==> src/rtl/traffic_light_pkg.sv <==
// Light colour encoding shared by traffic_light and its downstream consumers; 2'b11 is never legal.
package traffic_light_pkg;
    typedef enum logic [1:0] {
        RED    = 2'b00,
        YELLOW = 2'b01,
        GREEN  = 2'b10
    } traffic_light_t;
endpackage

==> src/rtl/ped_signal_ctrl.sv <==
// Pedestrian WALK/DON'T-WALK lamp controller; all outputs registered, one cycle behind their cause.
// Build macro PED_CHIRP_EN enables the audible chirp on WALK entry and on every WALK tick.
module ped_signal_ctrl
    import traffic_light_pkg::*;
#(
    parameter int TICK_DIV    = 100,
    parameter int WALK_TICKS  = 7,
    parameter int FLASH_TICKS = 5
) (
    input  logic                             clk,
    input  logic                             asyn_reset,
    input  traffic_light_t                   light_state,
    input  logic                             ped_button,
    output logic                             ped_request,
    output logic                             walk,
    output logic                             dont_walk,
    output logic [$clog2(FLASH_TICKS+1)-1:0] countdown,
    output logic                             abort,
    output logic                             fault,
    output logic                             chirp
);
    localparam int PW = (TICK_DIV > 1) ? $clog2(TICK_DIV) : 1;
    localparam int WW = $clog2(WALK_TICKS + 1);
    localparam int CW = $clog2(FLASH_TICKS + 1);

    typedef enum logic [1:0] {
        S_DONT_WALK,
        S_WALK,
        S_FLASH,
        S_FAULT
    } state_t;

    state_t         r_state;
    traffic_light_t r_prev_light;
    logic           r_btn_q;
    logic [PW-1:0]  r_presc;
    logic [WW-1:0]  r_walk_ticks;

    logic [1:0] w_light;
    logic       w_illegal;
    logic       w_red;
    logic       w_red_edge;
    logic       w_btn_rise;
    logic       w_tick;
    logic       w_walk_entry;

    assign w_light      = light_state;
    assign w_illegal    = (w_light == 2'b11);
    assign w_red        = (light_state == RED);
    assign w_red_edge   = w_red && (r_prev_light != RED);
    assign w_btn_rise   = ped_button && !r_btn_q;
    assign w_tick       = (r_presc == PW'(TICK_DIV - 1));
    assign w_walk_entry = (r_state == S_DONT_WALK) && !w_illegal && w_red_edge && ped_request;

    always_ff @(posedge clk or posedge asyn_reset) begin
        if (asyn_reset) begin
            r_state      <= S_DONT_WALK;
            r_prev_light <= RED;
            r_btn_q      <= 1'b0;
            r_presc      <= '0;
            r_walk_ticks <= '0;
            ped_request  <= 1'b0;
            walk         <= 1'b0;
            dont_walk    <= 1'b1;
            countdown    <= '0;
            abort        <= 1'b0;
            fault        <= 1'b0;
        end else begin
            r_prev_light <= light_state;
            r_btn_q      <= ped_button;
            abort        <= 1'b0;
            r_presc      <= w_tick ? '0 : r_presc + 1'b1;
            // Every state entry restarts the prescaler so phases last whole ticks.
            if (r_state != S_FAULT && w_illegal) begin
                r_state     <= S_FAULT;
                fault       <= 1'b1;
                walk        <= 1'b0;
                dont_walk   <= 1'b1;
                countdown   <= '0;
                ped_request <= 1'b0;
                r_presc     <= '0;
            end else begin
                case (r_state)
                    S_DONT_WALK: begin
                        if (w_walk_entry) begin
                            r_state      <= S_WALK;
                            walk         <= 1'b1;
                            dont_walk    <= 1'b0;
                            ped_request  <= 1'b0;
                            r_presc      <= '0;
                            r_walk_ticks <= '0;
                        end else if (w_btn_rise) begin
                            ped_request <= 1'b1;
                        end
                    end
                    S_WALK: begin
                        if (!w_red) begin
                            r_state   <= S_DONT_WALK;
                            walk      <= 1'b0;
                            dont_walk <= 1'b1;
                            abort     <= 1'b1;
                            r_presc   <= '0;
                        end else if (w_tick) begin
                            if (r_walk_ticks == WW'(WALK_TICKS - 1)) begin
                                r_state   <= S_FLASH;
                                walk      <= 1'b0;
                                dont_walk <= 1'b1;
                                countdown <= CW'(FLASH_TICKS);
                                r_presc   <= '0;
                            end else begin
                                r_walk_ticks <= r_walk_ticks + 1'b1;
                            end
                        end
                    end
                    S_FLASH: begin
                        if (w_btn_rise) begin
                            ped_request <= 1'b1;
                        end
                        if (!w_red) begin
                            r_state   <= S_DONT_WALK;
                            dont_walk <= 1'b1;
                            countdown <= '0;
                            abort     <= 1'b1;
                            r_presc   <= '0;
                        end else if (w_tick) begin
                            if (countdown > CW'(1)) begin
                                countdown <= countdown - 1'b1;
                                dont_walk <= ~dont_walk;
                            end else begin
                                r_state   <= S_DONT_WALK;
                                dont_walk <= 1'b1;
                                countdown <= '0;
                                r_presc   <= '0;
                            end
                        end
                    end
                    S_FAULT: begin
                        if (w_tick) begin
                            dont_walk <= ~dont_walk;
                        end
                    end
                    default: begin
                        r_state <= S_DONT_WALK;
                    end
                endcase
            end
        end
    end

`ifdef PED_CHIRP_EN
    // Looks one cycle ahead so the pulse lines up with the tick cycle itself.
    always_ff @(posedge clk or posedge asyn_reset) begin
        if (asyn_reset) begin
            chirp <= 1'b0;
        end else if (w_illegal) begin
            chirp <= 1'b0;
        end else if (w_walk_entry) begin
            chirp <= 1'b1;
        end else begin
            chirp <= (r_state == S_WALK) && w_red && (r_presc == PW'(TICK_DIV - 2));
        end
    end
`else
    assign chirp = 1'b0;
`endif

endmodule

==> config.mk <==
export PLATFORM = sky130hd
export DESIGN_NAME = ped_signal_ctrl
export DESIGN_NICKNAME = d
export VERILOG_FILES = /design/src/rtl/traffic_light_pkg.sv /design/src/rtl/ped_signal_ctrl.sv
export SDC_FILE = /design/constraint.sdc
export NUM_CORES = 1
export LEC_CHECK = 0
export ABC_AREA = 1
export CAP_MARGIN = 15
export CORE_ASPECT_RATIO = 1.25
export CORE_MARGIN = 2
export CORE_UTILIZATION = 55
export CTS_BUF_LIST = sky130_fd_sc_hd__clkbuf_8
export CTS_CLUSTER_DIAMETER = 120
export DETAILED_ROUTE_END_ITERATION = 16
export PLACE_DENSITY = 0.77
export SLEW_MARGIN = 20
export SYNTH_ARGS = -nofsm -noshare
export SYNTH_HDL_FRONTEND = slang
export SYNTH_SLANG_ARGS = --single-unit
export TNS_END_PERCENT = 20
==> constraint.sdc <==
create_clock -name clk -period 3.6 [get_ports clk]
set_input_delay 0.36 -clock clk [delete_from_list [all_inputs] [get_ports clk]]
set_output_delay 0.36 -clock clk [all_outputs]
set_load 0.02 [all_outputs]
# Yosys cells after proc, flatten, opt, wreduce, memory -nomap -nowiden
# Cells that the tools add are included.
# classes
n_addsub	3
order_cmp	1
eq_ne	20
muxes	55
bitwise_logic	2
reduce_logical	22
# ops
op	count
two-way mux 7 bit	9
two-way mux 3 bit	11
case mux 7 bit (3 select lines)	1
two-way mux 1 bit	20
two-way mux 2 bit	8
!= test 4 bit (second input constant)	4
!= test 3 bit (second input constant)	4
case mux 3 bit (2 select lines)	2
AND reduction 6 bit	2
!= test 2 bit (second input constant)	5
AND reduction 5 bit	2
nonzero test 3 bit	3
adder 7 x 1 -> 7 bit (second input constant)	1
equality test 7 bit (second input constant)	1
equality test 2 bit (second input constant)	3
logical AND 1 bit	6
case mux 2 bit (3 select lines)	1
logical NOT 2 bit	2
case mux 1 bit (2 select lines)	2
case mux 1 bit (4 select lines)	1
AND reduction 4 bit	1
nonzero test 2 bit	2
nonzero test 4 bit	1
adder 3 x 1 -> 3 bit (second input constant)	1
8 further kinds	10
# word_totals
regBits	23
inputBits	5
output_inout_bits	9
word_cells	114

# Logic depth before layout (Yosys ltp)
# logic_depth
depth_word	8
depth_mapped	11
mapped_depth_nobuf	11

# Worst setup path before layout
# OpenSTA, ideal clock, no wires.
# synth_path
kind	register to register
startpoint	reg r_state[1]
endpoint	reg countdown[1]
setup_ns	0.121
arrival_ns	1.444
t_required_ns	3.479
path_slack_ns	2.035
stages_incl_launch_ff	11
n_path_buf	1
period_less_slack_ns	1.565
cell_sequence	dfrtp_1 > inv_1 > ha_1 > clkbuf_1 > inv_1 > nand2_1 > nand2_1 > inv_2 > nand3_4 > nand2_1 > o21ai_1
# synth_between
elab_chain_cells	4
elab_cells_between_ends	12
cone_classes	eq/ne: 7; mux: 2; reduce/logical: 3
# synth_rtl
item	line_no	source
start, declared	ped_signal_ctrl.sv:33	state_t r_state;
start signal, assigned	ped_signal_ctrl.sv:57	r_state <= S_DONT_WALK;
start signal, assigned	ped_signal_ctrl.sv:75	r_state <= S_FAULT;
start signal, assigned	ped_signal_ctrl.sv:86	r_state <= S_WALK;
!= test 2 bit	ped_signal_ctrl.sv:74	if (r_state != S_FAULT && w_illegal) begin
logical AND 1 bit	ped_signal_ctrl.sv:74	
!= test 4 bit (no source line) (tied with other cells)	n/a	
AND reduction 5 bit (no source line)	n/a	
end signal, assigned	ped_signal_ctrl.sv:108	countdown <= CW'(FLASH_TICKS);
end signal, assigned	ped_signal_ctrl.sv:127	countdown <= countdown - 1'b1;
end, declared	ped_signal_ctrl.sv:17	output logic [$clog2(FLASH_TICKS+1)-1:0] countdown,
# Parallel ways exist; a longest one is shown, timed or not.
# A chain may end at the register's enable or synchronous reset.

# Final worst setup path
# layout_path
startpoint	reg r_state[0]
endpoint	reg r_presc[4]
# layout_between
elab_chain_cells	7
elab_cells_between_ends	11
cone_classes	eq/ne: 3; mux: 3; reduce/logical: 5
# layout_rtl
item	line_no	source
logical NOT 2 bit	ped_signal_ctrl.sv:53, ped_signal_ctrl.sv:83	
logical AND 1 bit (3 in a row)	ped_signal_ctrl.sv:53	assign w_walk_entry = (r_state == S_DONT_WALK) && !w_illegal && w_red_edge && ped_request;
two-way mux 7 bit	ped_signal_ctrl.sv:85	if (w_walk_entry) begin
case mux 7 bit (3 select lines)	ped_signal_ctrl.sv:83	case (r_state)
two-way mux 7 bit (*)	ped_signal_ctrl.sv:74	
end signal, assigned	ped_signal_ctrl.sv:72	r_presc <= w_tick ? '0 : r_presc + 1'b1;
end, declared	ped_signal_ctrl.sv:36	logic [PW-1:0] r_presc;
# Every way passes the cells marked *; elsewhere a longest branch is shown, timed or not.

==> results by group <==
Flow run
  – Max cap viols: 0

Routing
  – Drt first-iter violations: 32
  – Antenna viol nets, final: 0
  – DRT Pass-1 Iters: 4
  – DR WL/cell: between 10 and 15 um
  – Routed WL: between 2 and 3 mm
  – Via/cell ratio: 5.20
  – DRC: 0
  – Via count: ~1200

Die
  – Die height: between 60 and 70 um
  – Full die area: 3170 um^2
  – Initial Util: around 57%
  – Row Count: 21
  – Core Region: ~2600 um^2
  – Top Ports: 14
  – Die W: slightly above 50 um

STA
  – Setup TNS: 0 ps
  – Setup Skew: approximately 8.3 ps
  – Final period util: a little over half
  – RSZ-0062 raised after global routing: false
  – Setup WS post-layout: ~1700 ps
  – Tightest Pin Transition: ~850 ps
  – Setup violations, final: 0
  – Max frequency: approximately 530 MHz
  – Slew Viols, Final: 0
  – Tmin final: 1890 ps
  – Final hold vios: 0
  – Slew HR: a little over two fifths

Setup path
  – Critical Path Fanout Max: 11
  – WP data arrival: 2080 ps
  – CP peak stage delay: around 470 ps
  – CP delay by family, top: simple AND/OR/NAND/NOR gates
  – Cell Chain, Critical Path: ha_1 > inv_1 > nand2_2 > inv_2 > nor2_1 > nand2_1 > nor3b_2
  – Setup CP Type: flip-flop to flip-flop
  – WP buf/inv: 2
  – Critical Path RT: around 3800 ps
  – Setup crit end kind: flip-flop
  – Slowest-stage cell, CP: dfrtp_1
  – Setup crit start kind: flip-flop

Clock tree
  – Clock Path Buffers: 2
  – CTS Hold Buffers Added: 0
  – Worst skew pair latency: 270 ps
  – Postcts setup bufs: 0
  – Post-cts sizing count: 0
  – TritonCTS Buffers: 3
  – Clock sinks: 23
  – CTS HTree Levels: 1
  – Root Buffer: clkbuf_8
  – Worst-path clk slew: approximately 80 ps
  – CTS tree: yes

Synthesis
  – Post-synth EDFFs: 0
  – Ys flop type: dfrtp_1
  – Sequential share of the synthesized area: just under 40%
  – Cells after synthesis: 191
  – Async set-reset flop share out of synthesis: 100%
  – Syn Std Cell Area: about 1500 um^2
  – Ys Warns: 0
  – Register bit total from synthesis: 23
  – Synth unique cells: 35
  – Post-synth top area share: ~37%
  – Synthesized Nets: 205
  – Avg Synthesized Cell Area: ~7.9 um^2
  – Post-synth top area cell: dfrtp_1
  – Top cells by area, synth: dfrtp_1 37%, nand2_1 14%, ha_1 7.5%, nand3_1 5.0%, nor2_1 5.0%

Finish
  – Area Growth Syn to Fin: 12.3%
  – Post-route cell area: 1690 um^2
  – Finished Core Util: about 64%
  – Commonest cells after routing, fill and taps aside: 54 x nand2_1, 22 x dfrtp_1, 20 x inv_1, 20 x nor2_1, 15 x nand3_1
  – Storage element area: 577 um^2
  – Multi-input gate area: 808 um^2
  – Fillers: 236
  – Layout cells sized above 1: a little over an eighth
  – Most common cell after layout, fill and taps aside: nand2_1
  – Nets: about 220
  – Ant. Diodes: 0

Global routing
  – GRT Residual Overflow: 0
  – Largest net degree at the start of global routing: 24
  – First-pass GRT wire length: roughly 5.0 mm
  – Total Routing Usage GR: 20.8%
  – Initial antenna violation count: 0
  – Vias in the first global route: approximately 1200

Place
  – Dpl cell area: about 1600 um^2
  – Post-place setup slack: between 1500 and 2000 ps
  – Port buffer count: 12
  – DP Wirelength: between 2 and 2.5 mm
  – RePlAce Congestion: 0.896

Power and ir drop
  – Sw Pwr: 0.553 mW
  – Net Sw Frac: between 40% and 50%
  – VDD IR-drop max: approximately 0.42 mV
  – Clk pwr share: 13.2%
  – Flop pwr share: a little under a third
  – Int Pwr: 0.658 mW
  – Pwr/cell area: approximately 720 nW/um^2
  – Comb power frac: between 50% and 60%
  – Leak: around 0.86 nW

Hold path
  – Hold WC Path Type: flip-flop to flip-flop

Outcome
  – Status: complete, no violations
-- cells by family (layout without fill, tap and decap cells) --
family                   Yosys count  count (layout)  share of synthesized area (%)
AND/OR/NAND/NOR                  108             108                           35.6
adder cells (fa/ha/maj)            9               9                           7.50
buffers and inverters             28              41                           7.75
flip-flops                        23              23                           38.4
AO/OA/AOI/OAI                     17              17                           7.58
XOR/XNOR                           5               5                           2.92
other                              1               1                          0.250
-- state kept, by name, summed over array words and instances, names as in the netlist --
name	flops
fault	1
countdown	3
r_state	2
r_btn_q	1
r_walk_ticks	3
walk	1
r_presc	7
ped_request	1
r_prev_light	2
abort	1
dont_walk	1
-- layer usage --
metal | track usage [%] | vias up | share of wire (%)
li1 | - | 630 | -
met5 | 0 | - | 0
met3 | 2.63 | 7 | 3.3
met2 | 37.5 | 30 | 54
met4 | 10.8 | 0 | 2.2
met1 | 23.1 | 570 | 41
-- power groups by stage --
stage | registers [mW] | logic (mW) | clock network [mW]
after global placement | 0.381 | 0.656 | 0
final | 0.380 | 0.671 | 0.160
after global routing | 0.389 | 0.751 | 0.172
after floorplan | 0.414 | 0.463 | 0
after detailed placement | 0.384 | 0.667 | 0
after CTS | 0.379 | 0.674 | 0.162
-- synth_stat cells, types with 2 or more instances --
master and number:
nand2_1 54, dfrtp_1 22, nor2_1 20, inv_1 19
nand3_1 15, ha_1 9, inv_2 5, xor2_1 4
a21oi_1 3, nand2_2 3, nand3_2 3, nand4_1 3
o21ai_0 3, o21ai_2 3, nand3_4 2, nand3b_1 2
o21ai_1 2, o21bai_1 2
-- cell type report --
class	count	share of cell area (%)
Multi-Input combinational cell	140	47.9
Sequential cell	23	34.2
Clock buffer	3	2.45
Timing Repair Buffer	12	7.12
Tap cell	34	2.52
Clock inverter	1	0.223
Inverter	25	5.56
-- through the flow --
| step | hold slack [ps] | std cells | power, mW |
|---|---|---|---|
| global placement | 443 | 234 | 1.04 |
| global route | 488 | 238 | 1.31 |
| floorplan | 361 | 191 | 0.878 |
| CTS | 474 | 238 | 1.21 |
| detailed placement | 463 | 234 | 1.05 |
| finish | 471 | 238 | 1.21 |
-- path summary, 6_finish.rpt --
kind / to / depth (start not counted) / startpoint / slack (ps)
setup / recovery: r_presc[4] / 7 / r_state[0] / 1710
hold / removal: r_presc[0] / 1 / r_presc[0] / 470
setup reg to reg: r_presc[4] / 7 / r_state[0] / 1710
hold reg to reg: r_presc[0] / 1 / r_presc[0] / 470
max in group asynchronous: countdown[2] / 2 / asyn_reset / 2510
min in group asynchronous: r_presc[3] / 2 / asyn_reset / 550
Power figures use the tool's default switching activity.
